<file path="src/rtl/pipe_hazard_if.sv">
// Hazard-control bundle between the 5-stage pipeline datapath and its central sequencer.
// The datapath side (master) reports hazard status and receives register enables and flushes.
interface pipe_hazard_if;
    logic [3:0]  ifid_Opcode;
    logic [3:0]  ifid_RegRs;
    logic [3:0]  ifid_RegRt;
    logic        ifid_use_rs;
    logic        ifid_use_rt;
    logic        idex_MemRead;
    logic [3:0]  idex_RegRd;
    logic        branch_taken;
    logic        exmem_mem_access;
    logic        dmem_ready;

    logic        pc_wen;
    logic        ifid_wen;
    logic        ifid_flush;
    logic        idex_wen;
    logic        idex_flush;
    logic        exmem_wen;
    logic        memwb_wen;
    logic        halted;
    logic        mem_err;
    logic [15:0] stall_cycles;

    modport master (
        output ifid_Opcode, ifid_RegRs, ifid_RegRt, ifid_use_rs, ifid_use_rt,
               idex_MemRead, idex_RegRd, branch_taken, exmem_mem_access, dmem_ready,
        input  pc_wen, ifid_wen, ifid_flush, idex_wen, idex_flush, exmem_wen, memwb_wen,
               halted, mem_err, stall_cycles
    );

    modport slave (
        input  ifid_Opcode, ifid_RegRs, ifid_RegRt, ifid_use_rs, ifid_use_rt,
               idex_MemRead, idex_RegRd, branch_taken, exmem_mem_access, dmem_ready,
        output pc_wen, ifid_wen, ifid_flush, idex_wen, idex_flush, exmem_wen, memwb_wen,
               halted, mem_err, stall_cycles
    );
endinterface

</file>
<file path="src/rtl/pipe_hazard_ctrl.sv">
// Central hazard sequencer: load-use interlock, branch squash, data-memory wait with timeout,
// and HLT drain-to-halt. Enables/flushes are combinational from registered state and inputs.
module pipe_hazard_ctrl #(
    parameter logic [3:0]  HLT_OPCODE   = 4'hF,
    parameter int unsigned DRAIN_CYCLES = 4,
    parameter int unsigned MEM_TIMEOUT  = 255
) (
    input  logic         clk,
    input  logic         rst,
    pipe_hazard_if.slave hz
);
    localparam int DCW = (DRAIN_CYCLES > 2) ? $clog2(DRAIN_CYCLES) : 1;
    localparam int WCW = $clog2(MEM_TIMEOUT + 1);

    typedef enum logic [1:0] {RUN, MEMWAIT, DRAIN, HALTED} state_t;

    state_t         state, stateNext;
    logic           resumeDrain, resumeDrainNext;
    logic [DCW-1:0] drainCnt, drainCntNext;
    logic [WCW-1:0] waitCnt, waitCntNext;
    logic [15:0]    stallCycles;
    logic           halted, mem_err;
    logic           haltSet, errSet;
    logic           lu, memhold;

    assign lu = hz.idex_MemRead && (hz.idex_RegRd != 4'd0) &&
                ((hz.ifid_use_rs && (hz.ifid_RegRs == hz.idex_RegRd)) ||
                 (hz.ifid_use_rt && (hz.ifid_RegRt == hz.idex_RegRd)));
    assign memhold = hz.exmem_mem_access && !hz.dmem_ready;

    // NOTE: every signal gets a default before the case so no path leaves one unassigned (no latches).
    always_comb begin
        hz.pc_wen       = 1'b1;
        hz.ifid_wen     = 1'b1;
        hz.ifid_flush   = 1'b0;
        hz.idex_wen     = 1'b1;
        hz.idex_flush   = 1'b0;
        hz.exmem_wen    = 1'b1;
        hz.memwb_wen    = 1'b1;
        stateNext       = state;
        resumeDrainNext = resumeDrain;
        drainCntNext    = drainCnt;
        waitCntNext     = waitCnt;
        haltSet         = 1'b0;
        errSet          = 1'b0;

        if (!rst) begin
            {hz.pc_wen, hz.ifid_wen, hz.idex_wen, hz.exmem_wen, hz.memwb_wen} = 5'b0;
            hz.ifid_flush = 1'b1;
            hz.idex_flush = 1'b1;
        end else begin
            case (state)
                RUN, DRAIN: begin
                    if (memhold) begin
                        {hz.pc_wen, hz.ifid_wen, hz.idex_wen, hz.exmem_wen, hz.memwb_wen} = 5'b0;
                        waitCntNext     = WCW'(1);
                        resumeDrainNext = (state == DRAIN);
                        stateNext       = MEMWAIT;
                    end else if (state == DRAIN) begin
                        // IF/ID holds only nops while draining, so load-use is irrelevant here.
                        hz.pc_wen     = 1'b0;
                        hz.ifid_flush = 1'b1;
                        if (drainCnt == '0) begin
                            haltSet   = 1'b1;
                            stateNext = HALTED;
                        end else begin
                            drainCntNext = drainCnt - 1'b1;
                        end
                    end else if (lu) begin
                        hz.pc_wen     = 1'b0;
                        hz.ifid_wen   = 1'b0;
                        hz.idex_flush = 1'b1;
                    end else if (hz.branch_taken) begin
                        hz.ifid_flush = 1'b1;
                    end else if (hz.ifid_Opcode == HLT_OPCODE) begin
                        hz.pc_wen     = 1'b0;
                        hz.ifid_flush = 1'b1;
                        drainCntNext  = DCW'(DRAIN_CYCLES - 1);
                        stateNext     = DRAIN;
                    end
                end
                MEMWAIT: begin
                    if (hz.dmem_ready) begin
                        waitCntNext = '0;
                        stateNext   = resumeDrain ? DRAIN : RUN;
                    end else begin
                        {hz.pc_wen, hz.ifid_wen, hz.idex_wen, hz.exmem_wen, hz.memwb_wen} = 5'b0;
                        if (waitCnt == WCW'(MEM_TIMEOUT)) begin
                            errSet    = 1'b1;
                            haltSet   = 1'b1;
                            stateNext = HALTED;
                        end else begin
                            waitCntNext = waitCnt + 1'b1;
                        end
                    end
                end
                default: begin
                    {hz.pc_wen, hz.ifid_wen, hz.idex_wen, hz.exmem_wen, hz.memwb_wen} = 5'b0;
                end
            endcase
        end
    end

    // NOTE: state registers use non-blocking assignments so every flop samples pre-edge values.
    always_ff @(posedge clk) begin
        if (!rst) begin
            state       <= RUN;
            resumeDrain <= 1'b0;
            drainCnt    <= '0;
            waitCnt     <= '0;
            stallCycles <= '0;
            halted      <= 1'b0;
            mem_err     <= 1'b0;
        end else begin
            state       <= stateNext;
            resumeDrain <= resumeDrainNext;
            drainCnt    <= drainCntNext;
            waitCnt     <= waitCntNext;
            if (haltSet) halted  <= 1'b1;
            if (errSet)  mem_err <= 1'b1;
            if (!hz.pc_wen && (state == RUN || state == MEMWAIT) && stallCycles != 16'hFFFF)
                stallCycles <= stallCycles + 16'd1;
        end
    end

    assign hz.halted       = halted;
    assign hz.mem_err      = mem_err;
    assign hz.stall_cycles = stallCycles;
endmodule

</file>
<file path="src/flat_wrapper.sv">
// flat-port wrapper written by rule: the top's interface ports become plain ports
module pipe_hazard_ctrl_flat 
#(
    parameter logic [3:0]  HLT_OPCODE   = 4'hF,
    parameter int unsigned DRAIN_CYCLES = 4,
    parameter int unsigned MEM_TIMEOUT  = 255
)
  (clk, rst, hz_ifid_Opcode, hz_ifid_RegRs, hz_ifid_RegRt, hz_ifid_use_rs, hz_ifid_use_rt, hz_idex_MemRead, hz_idex_RegRd, hz_branch_taken, hz_exmem_mem_access, hz_dmem_ready, hz_pc_wen, hz_ifid_wen, hz_ifid_flush, hz_idex_wen, hz_idex_flush, hz_exmem_wen, hz_memwb_wen, hz_halted, hz_mem_err, hz_stall_cycles);
  pipe_hazard_if hz_i ();
  input  logic clk;
  input  logic rst;
  input wire logic [$bits(hz_i.ifid_Opcode)-1:0] hz_ifid_Opcode;
  input wire logic [$bits(hz_i.ifid_RegRs)-1:0] hz_ifid_RegRs;
  input wire logic [$bits(hz_i.ifid_RegRt)-1:0] hz_ifid_RegRt;
  input wire logic [$bits(hz_i.ifid_use_rs)-1:0] hz_ifid_use_rs;
  input wire logic [$bits(hz_i.ifid_use_rt)-1:0] hz_ifid_use_rt;
  input wire logic [$bits(hz_i.idex_MemRead)-1:0] hz_idex_MemRead;
  input wire logic [$bits(hz_i.idex_RegRd)-1:0] hz_idex_RegRd;
  input wire logic [$bits(hz_i.branch_taken)-1:0] hz_branch_taken;
  input wire logic [$bits(hz_i.exmem_mem_access)-1:0] hz_exmem_mem_access;
  input wire logic [$bits(hz_i.dmem_ready)-1:0] hz_dmem_ready;
  output wire logic [$bits(hz_i.pc_wen)-1:0] hz_pc_wen;
  output wire logic [$bits(hz_i.ifid_wen)-1:0] hz_ifid_wen;
  output wire logic [$bits(hz_i.ifid_flush)-1:0] hz_ifid_flush;
  output wire logic [$bits(hz_i.idex_wen)-1:0] hz_idex_wen;
  output wire logic [$bits(hz_i.idex_flush)-1:0] hz_idex_flush;
  output wire logic [$bits(hz_i.exmem_wen)-1:0] hz_exmem_wen;
  output wire logic [$bits(hz_i.memwb_wen)-1:0] hz_memwb_wen;
  output wire logic [$bits(hz_i.halted)-1:0] hz_halted;
  output wire logic [$bits(hz_i.mem_err)-1:0] hz_mem_err;
  output wire logic [$bits(hz_i.stall_cycles)-1:0] hz_stall_cycles;
  assign hz_i.ifid_Opcode = hz_ifid_Opcode;
  assign hz_i.ifid_RegRs = hz_ifid_RegRs;
  assign hz_i.ifid_RegRt = hz_ifid_RegRt;
  assign hz_i.ifid_use_rs = hz_ifid_use_rs;
  assign hz_i.ifid_use_rt = hz_ifid_use_rt;
  assign hz_i.idex_MemRead = hz_idex_MemRead;
  assign hz_i.idex_RegRd = hz_idex_RegRd;
  assign hz_i.branch_taken = hz_branch_taken;
  assign hz_i.exmem_mem_access = hz_exmem_mem_access;
  assign hz_i.dmem_ready = hz_dmem_ready;
  assign hz_pc_wen = hz_i.pc_wen;
  assign hz_ifid_wen = hz_i.ifid_wen;
  assign hz_ifid_flush = hz_i.ifid_flush;
  assign hz_idex_wen = hz_i.idex_wen;
  assign hz_idex_flush = hz_i.idex_flush;
  assign hz_exmem_wen = hz_i.exmem_wen;
  assign hz_memwb_wen = hz_i.memwb_wen;
  assign hz_halted = hz_i.halted;
  assign hz_mem_err = hz_i.mem_err;
  assign hz_stall_cycles = hz_i.stall_cycles;
  pipe_hazard_ctrl #(.HLT_OPCODE(HLT_OPCODE), .DRAIN_CYCLES(DRAIN_CYCLES), .MEM_TIMEOUT(MEM_TIMEOUT)) u_core (.clk(clk), .rst(rst), .hz(hz_i));
endmodule
</file>
<file path="config.mk">
export PLATFORM = sky130hd
export DESIGN_NAME = pipe_hazard_ctrl_flat
export DESIGN_NICKNAME = d
export VERILOG_FILES = /design/src/rtl/pipe_hazard_if.sv /design/src/rtl/pipe_hazard_ctrl.sv /design/src/flat_wrapper.sv
export SDC_FILE = /design/constraint.sdc
export NUM_CORES = 1
export LEC_CHECK = 0
export ABC_AREA = 1
export CAP_MARGIN = 20
export CORE_ASPECT_RATIO = 2
export CORE_MARGIN = 1
export CORE_UTILIZATION = 40
export CTS_CLUSTER_SIZE = 30
export DETAILED_ROUTE_END_ITERATION = 16
export PLACE_DENSITY = 0.7
export SLEW_MARGIN = 20
export SYNTH_ARGS = -nofsm -noshare
export SYNTH_HDL_FRONTEND = slang
export SYNTH_SLANG_ARGS = --single-unit
export TNS_END_PERCENT = 20
</file>
<file path="constraint.sdc">
create_clock -name clk -period 2 [get_ports clk]
set_input_delay 0.5 -clock clk [delete_from_list [all_inputs] [get_ports clk]]
set_output_delay 0.5 -clock clk [all_outputs]
set_load 0.005 [all_outputs]
</file>
Word-level counts from Yosys, hierarchy flattened
Index checks and enable logic that the tools add are counted.
- bitwise logic cells: 1
- equal/unequal tests: 17
- $add $sub $neg: 3
- reduce and logical (&&, ||, !) cells: 21
- mux-type cells: 56
- operator list (operator ; number):
    $mux 1 ; 33
    $mux 2 ; 14
    $mux 8 ; 3
    $add 16x1->16 const B ; 1
    $ne 16x16->1 const B ; 1
    $pmux 8 s2 ; 1
    $reduce_and 6->1 ; 2
    $add 8x1->8 const B ; 1
    $eq 4x4->1 ; 2
    $eq 8x8->1 const B ; 1
    $pmux 1 s2 ; 4
    $logic_and 1x1->1 ; 7
    $eq 4x4->1 const B ; 1
    $logic_not 2->1 ; 2
    $ne 2x1->1 const B ; 2
    $ne 2x2->1 const B ; 2
    $ne 4x1->1 const B ; 1
    $ne 4x2->1 const B ; 1
    $ne 4x3->1 const B ; 1
    $ne 4x4->1 const B ; 1
    $pmux 2 s2 ; 1
    $reduce_bool 2->1 ; 2
    $reduce_bool 4->1 ; 1
    $ne 3x2->1 const B ; 1
    other kinds (10) ; 12
- output and inout port bits: 25
- word-level logic and storage cells: 105
- input bits: 24
- register bits: 31

Depth between registers and ports, before layout
Gate-level depths: netlist of the first run.
- depth after elaboration: 12
- mapped depth: 14
- depth with buffers taken out: 13

Worst setup path before layout of the first run
Ideal clock, no wire load.
- kind: input to output
- start: input port hz_idex_RegRd[1]
- end: output port hz_pc_wen
- buffers on the path: 1
- arrival time: 1.333 ns
- stages on the path: 12
- slack: 0.167 ns
- required time: 1.500 ns
- path through: inv_1 -> nand2_1 -> nand2_1 -> nor2_1 -> nand3_1 -> nand2_1 -> nand2_1 -> nand2_1 -> nand2_1 -> nand2_4 -> buf_4 -> inv_1
- cells in the longest elaborated chain, start to end: 9
- elaborated cells on any way between the ends: 13
- those cells by class: 2 x eq/ne; 5 x mux; 6 x reduce/logical
- ends and longest elaborated chain (item ; RTL line ; text):
    start: declaration ; flat_wrapper.sv:18 ; input wire logic [$bits(hz_i.idex_RegRd)-1:0] hz_idex_RegRd;
    $eq 4x4->1 (on tied branches) ; pipe_hazard_ctrl.sv:27, pipe_hazard_ctrl.sv:28 ;
    $logic_and 1x1->1 (on tied branches) ; pipe_hazard_ctrl.sv:27, pipe_hazard_ctrl.sv:28 ;
    $logic_or 1x1->1 ; pipe_hazard_ctrl.sv:27 ; ((hz.ifid_use_rs && (hz.ifid_RegRs == hz.idex_RegRd)) ||
    $logic_and 1x1->1 (*) ; pipe_hazard_ctrl.sv:26 ; assign lu = hz.idex_MemRead && (hz.idex_RegRd != 4'd0) &&
    $mux 1 (*) ; pipe_hazard_ctrl.sv:69 ; end else if (lu) begin
    $mux 1 (*) ; pipe_hazard_ctrl.sv:59 ; end else if (state == DRAIN) begin
    $mux 1 (*) ; pipe_hazard_ctrl.sv:54 ; if (memhold) begin
    $pmux 1 s2 (*) ; pipe_hazard_ctrl.sv:52 ; case (state)
    $mux 1 (*) ; pipe_hazard_ctrl.sv:47 ; if (!rst) begin
    end: declaration ; flat_wrapper.sv:22 ; output wire logic [$bits(hz_i.pc_wen)-1:0] hz_pc_wen;
Every way passes the cells marked *; elsewhere a longest branch is shown, timed or not.

Final worst setup path of the first run
- start: input port hz_idex_RegRd[1]
- end: output port hz_ifid_flush
- cells in the longest elaborated chain, start to end: 9
- elaborated cells on any way between the ends: 13
- those cells by class: 2 x eq/ne; 5 x mux; 6 x reduce/logical
- ends and longest elaborated chain (item ; RTL line ; text):
    $eq 4x4->1 (on tied branches) ; pipe_hazard_ctrl.sv:27, pipe_hazard_ctrl.sv:28 ;
    $logic_and 1x1->1 (on tied branches) ; pipe_hazard_ctrl.sv:27, pipe_hazard_ctrl.sv:28 ;
    $logic_or 1x1->1 ; pipe_hazard_ctrl.sv:27 ;
    $logic_and 1x1->1 (*) ; pipe_hazard_ctrl.sv:26 ;
    $mux 1 (*) ; pipe_hazard_ctrl.sv:69 ;
    $mux 1 (*) ; pipe_hazard_ctrl.sv:59 ;
    $mux 1 (*) ; pipe_hazard_ctrl.sv:54 ;
    $mux 1 (*) ; pipe_hazard_ctrl.sv:52 ;
    $mux 1 (*) ; pipe_hazard_ctrl.sv:47 ;
    end: declaration ; flat_wrapper.sv:24 ; output wire logic [$bits(hz_i.ifid_flush)-1:0] hz_ifid_flush;
Marked as above.

==> flow_summary.ini, run 1 <==
[run_status]
outcome = finished with violations
violations = setup timing

[final_layout]
drive_gt1_share_pct = 31.7
stdcell_area_sq_um = 3010
multi_input_area_sq_um = 1260
seq_area_sq_um = 626
n_fill_cell = 467
diodes = 0
area_growth_syn_to_layout_pct = 49.7
nets = 427

[critical_path]
cp_top_family = simple AND/OR/NAND/NOR gates
crit_chain = buf_8 > inv_6 > nand2_2 > nand2_1 > nor2_1 > nand3_1 > nand2_2 > nand2_2 > o21ai_2 > buf_4 > o21ai_2 > buf_2
cp.depth = 12
cp_common_cell = nand2_2
cp-start-kind = input port
cpPeakStageDelay_ps = 150
regToRegSetupSlack_ps = 170
crit_buf_inv = 4
setup.worst_path.end_class = primary output
arrival_ps = 1530
cp_max_fo = 3
critPathSlowestCell = o21ai_2
worstSetupPathType = in2out
critPathRequiredTime_ps = 1500
r2r.worst_path.cells = 11

[power_and_ir_drop]
p_leak_nw = 1.35
peakVddDrop_uv = 677
p_total_w = 0.00267
power_density_nw_per_um2 = 887

[synth]
synth-edff-count = 0
yosys-top-cells-area = dfxtp_1 (31%), nand2_1 (14%), nand3_1 (7.7%)
syn_nets = 335
synthTopCellsByCount = nand2_1 (75), inv_1 (35), dfxtp_1 (31), nand3_1 (31), a21oi_1 (30)
synth_cell_types = 32
ys_ff_latch = 31
synth-main-ff-cell = dfxtp_1
yosysMostFrequentCell = nand2_1
ys_seq_area_share_pct = 30.8
async_flop_share_pct = 0
syn_avg_cell_area_sq_um = 6.53
syn_inst = 308
synth_top_area_share_pct = 30.8
synth_area_leader_cell = dfxtp_1
yosys_warnings = 0
syn_area_sq_um = 2010

[placement]
dpl_cell_area_sq_um = 2770
place_congestion = 0.869
place_worst_setup_slack_ps = -878
port_buffers = 48
dp_hpwl_um = 4270

[clock_tree]
path_clk_slew_ps = 70
h-tree-depth = 2
cts_sinks = 31
root_buffer = clkbuf_8
numCtsBuffers = 5
clock_latency_ps = 280
cts_tree = yes
clockBufferDepth = 2

[floorplanning]
num_rows = 36
initial_utilization_pct = 41.4
core_area_sq_um = 4860
die_width_um = 52.2
ios = 49
dieArea_sq_um = 5330
die_h_um = 102

[routing]
wl_um = 5710
route.vias.total = 2324
drc = 0
ant_nets = 0
drt_iter0_markers = 47
firstDrtPassIters = 4
via_per_inst = 5.07
wl_per_cell_um = 12.5

[global_routing]
grt_max_degree = 25
grt_pass1_vias = 2267
grt_pass1_wl_um = 9420
grt-ovfl-total = 0
grt_usage_pct = 23.6
antenna_found_initial = 0

[sta]
finalHoldViolations = 0
fmax_mhz = 494
finalCritPeriodShare_pct = 101
worst_slack_ps = -26.3
maxSlewHeadroom_pct = 68.7
finalCriticalPeriod_ps = 2030
skew_ps = 4.23
rsz0062_at_grt = yes
finalMaxSlewViolations = 0
setup_viol = 1
worst_slew_pin_slew_ps = 466
fin_tns_setup_ps = -26.3

[hold_path]
min_path_type = reg2reg
min_path_cells = 2

[run]
cap_violations = 0
-- sequential cells by signal, indices dropped and copies added (netlist names) --
register,flops
u_core.drainCnt,2
u_core.hz.halted,1
u_core.hz.mem_err,1
u_core.hz.stall_cycles,16
u_core.resumeDrain,1
u_core.state,2
u_core.waitCnt,8
-- power breakdown --
part	leakage [nW]	switching, W	internal (W)	total [W]
sequential	0.252	0.0000607	0.000695	0.000756
clock	0.0612	0.000242	0.000403	0.000645
combinational	1.04	0.000673	0.000597	0.00127
total	1.35	0.000975	0.00169	0.00267
-- timing repair --
action | in CTS | in global routing
buffers inserted | 10 | 2
pin swaps | 33 | 26
gates resized for setup | 118 | 30
hold buffers | 0 | 0
hold endpoints to repair | 0 | 0
setup endpoints to repair | 23 | 16
-- metrics by stage --
step           util (%)  instances  hold slack [ps]
2_1_floorplan         -        308              423
3_3_place_gp       57.0        440              438
3_5_place_dp       57.0        440              444
4_1_cts            60.8        458              456
5_1_grt            61.9        458              473
6_report           61.9        458              451
-- tightest hold or removal path, delay by kind of cell (launching register included) --
kind	cells	cell delay (ps)
compound gates	1	50
buf+inv	1	50
flops	1	310
-- cell families (layout without fill, tap and decap cells) --
group | count (synthesis) | in the layout | share of synthesized area [%]
adder cells (fa/ha/maj) | 3 | 3 | 1.87
XOR/XNOR | 16 | 16 | 6.97
buffers and inverters | 50 | 143 | 10.3
flip-flops | 31 | 31 | 30.8
AO/OA/AOI/OAI | 48 | 48 | 13.4
AND/OR/NAND/NOR | 160 | 160 | 36.6
-- per-layer routing --
| metal | share of wire, % | GRT usage (%) | vias to the layer above |
|---|---|---|---|
| met4 | 5.2 | 14.2 | 0 |
| met2 | 59 | 47.0 | 41 |
| met1 | 34 | 20.3 | 1088 |
| met5 | 0 | 0 | - |
| li1 | - | - | 1171 |
| met3 | 2.1 | 4.02 | 24 |
-- cell type report --
class | count | area share (%)
multi-input combinational | 227 | 41.9
timing repair buffer | 92 | 25.4
sequential | 31 | 20.8
inverter | 43 | 5.65
clock buffer | 6 | 2.74
tap | 57 | 2.37
clock inverter | 2 | 1.16
-- placed cells by master (no fill, tap or decap), types with 9 or more instances in the layout --
cell | Yosys | final
nand2_1 | 75 | 64
buf_4 | 3 | 45
nand3_1 | 31 | 31
a21oi_1 | 30 | 29
dfxtp_1 | 31 | 29
inv_1 | 35 | 27
nor2_1 | 29 | 26
clkdlybuf4s50_1 | 0 | 18
inv_2 | 7 | 13
nand2_2 | 2 | 12
buf_2 | 1 | 9
-- worst paths after layout --
path,endpoint,startpoint
setup / recovery,hz_ifid_flush,hz_idex_RegRd[1]
hold / removal,u_core.waitCnt[4],u_core.waitCnt[4]
setup reg to reg,u_core.waitCnt[7],u_core.state[1]
hold reg to reg,u_core.waitCnt[4],u_core.waitCnt[4]
(Power assumes the default switching activity.)
==> run 2: changes to the inputs <==
- CORE_MARGIN: 1 -> default
- CORE_UTILIZATION: 40 -> 50
- PLACE_DENSITY: 0.7 -> 0.84
==> flow_summary.ini, run 2 (synthesized netlist as in run 1, its figures left out) <==
[clock_tree]
path_clk_slew_ps = 70
h-tree-depth = 2
clockBufferDepth = 2
clock_latency_ps = 290
cts_hold_buf = 0
root_buffer = clkbuf_8
cts_sinks = 31
cts_tree = yes
numCtsBuffers = 5

[placement]
dp_hpwl_um = 4220
port_buffers = 48
place_congestion = 0.922
place_worst_setup_slack_ps = -874

[routing]
firstDrtPassIters = 4
drt_iter0_markers = 90
wl_per_cell_um = 14.9
wl_met2_um = 3760
drc = 0
wl_met1_um = 2260
wl_met3_um = 258
route.vias.total = 2496
ant_nets = 0
topRoutingLayerUsed = met4
wl_um = 6720
via_per_inst = 5.53

[global_routing]
grt_max_degree = 25
grt_pass1_wl_um = 10200
antenna_found_initial = 0
grt-ovfl-total = 0
grt_usage_pct = 31.8
grt_pass1_vias = 2418

[floorplanning]
die_h_um = 91.7
dieArea_sq_um = 4300
num_rows = 32
initial_utilization_pct = 52.3
ios = 49
core_area_sq_um = 3840
die_width_um = 46.9

[critical_path]
crit_buf_inv = 4
cpPeakStageDelay_ps = 210
crit_chain = buf_8 > xnor2_1 > nand3_1 > nand2_2 > buf_6 > buf_4 > nand3_4 > nand2_1 > buf_2
arrival_ps = 1550
critPathRequiredTime_ps = 1500
cp-start-kind = input port
critPathSlowestCell = xnor2_1
cp_max_fo = 4
cp_top_family = buffers and inverters
worstSetupPathType = in2out
setup.worst_path.end_class = primary output

[final_layout]
multi_input_area_sq_um = 1320
final_util_pct = 79.1
largest_reg_flops = 16
n_fill_cell = 276
drive_gt1_share_pct = 36.8
area_growth_syn_to_layout_pct = 51.2
diodes = 0
final_cell_mix = nand2_1 (53), buf_4 (42), nand3_1 (29), dfxtp_1 (29), a21oi_1 (28)
seq_area_sq_um = 626
nets = 426
layout_commonest_cell = nand2_1

[sta]
finalCriticalPeriod_ps = 2050
finalMaxSlewViolations = 0
fin_tns_setup_ps = -94.6
maxSlewHeadroom_pct = 69.8
setup_viol = 3
rsz0062_at_grt = yes
finalCritPeriodShare_pct = 102
worst_slew_pin_slew_ps = 453
fmax_mhz = 489
worst_slack_ps = -45.0
finalHoldViolations = 0
skew_ps = 5.38

[run]
cap_violations = 0

[run_status]
outcome = finished with violations
violations = setup timing

[hold_path]
min_path_type = reg2reg

[power_and_ir_drop]
peakVddDrop_uv = 1080
p_leak_nw = 1.35
power_density_nw_per_um2 = 907
-- run 2: cell types whose count changed in the layout (fill, tap and decap cells not counted), sizes merged --
cell	change
clkbuf	+5
buf	-3
clkdlybuf4s15	-3
clkdlybuf4s50	+1
dlygate4sd2	-1
-- run 2: final cells by class --
cell class                 instances  share of cell area, %
clock buffer                       6                   2.71
clock inverter                     2                   1.15
inverter                          43                   5.47
multi-input combinational        227                   43.3
sequential                        31                   20.6
tap                               51                   2.10
timing repair buffer              91                   24.7
-- run 2: final timing paths --
kind,cells past startpoint,slack (ps),from,to
max,9,-50,hz_idex_RegRd[3],hz_idex_flush
min,2,450,u_core.hz.mem_err,u_core.hz.mem_err
max reg2reg,15,50,u_core.state[1],u_core.drainCnt[1]
min reg2reg,2,450,u_core.hz.mem_err,u_core.hz.mem_err
-- run 2: through the flow --
stage | std cells | power [W] | instance area (sq um) | hold WS (ps)
after detailed placement | 428 | 0.00182 | 2720 | 447
after CTS | 449 | 0.00257 | 2880 | 457
after global placement | 428 | 0.00179 | 2720 | 437
final | 451 | 0.00276 | 3040 | 451
after floorplan | 308 | 0.00139 | 2010 | 423
after global routing | 451 | 0.00288 | 3040 | 480
-- run 2: layer usage --
| metal | vias up | global-route usage, % |
|---|---|---|
| li1 | 1170 | - |
| met3 | 40 | 5.51 |
| met1 | 1199 | 29.1 |
| met5 | - | 0 |
| met2 | 87 | 56.7 |
| met4 | 0 | 22.4 |
-- run 2: timing repair --
action,in CTS,in global routing
gates resized for setup,102,72
pin swaps,30,34
endpoints found under the setup margin,24,12
buffers inserted,13,2
-- run 2: worst reg2reg max path: stages, from the launching register on --
cell and delay (ps):
dfxtp_4 370, inv_2 90, nor2_4 60, inv_2 70, o21ai_2 70, buf_4 130
buf_4 130, buf_4 120, buf_4 120, buf_4 120, buf_4 120, buf_4 120
inv_1 50, nor2_2 60, a21oi_1 160, nor2_1 60
-- run 2: where the power goes --
part / total, W / switching, W / internal, W
Sequential: 0.000775 / 0.0000795 / 0.000696
Combinational: 0.00134 / 0.000751 / 0.000589
Clock: 0.000645 / 0.000242 / 0.000403
Total: 0.00276 / 0.00107 / 0.00169
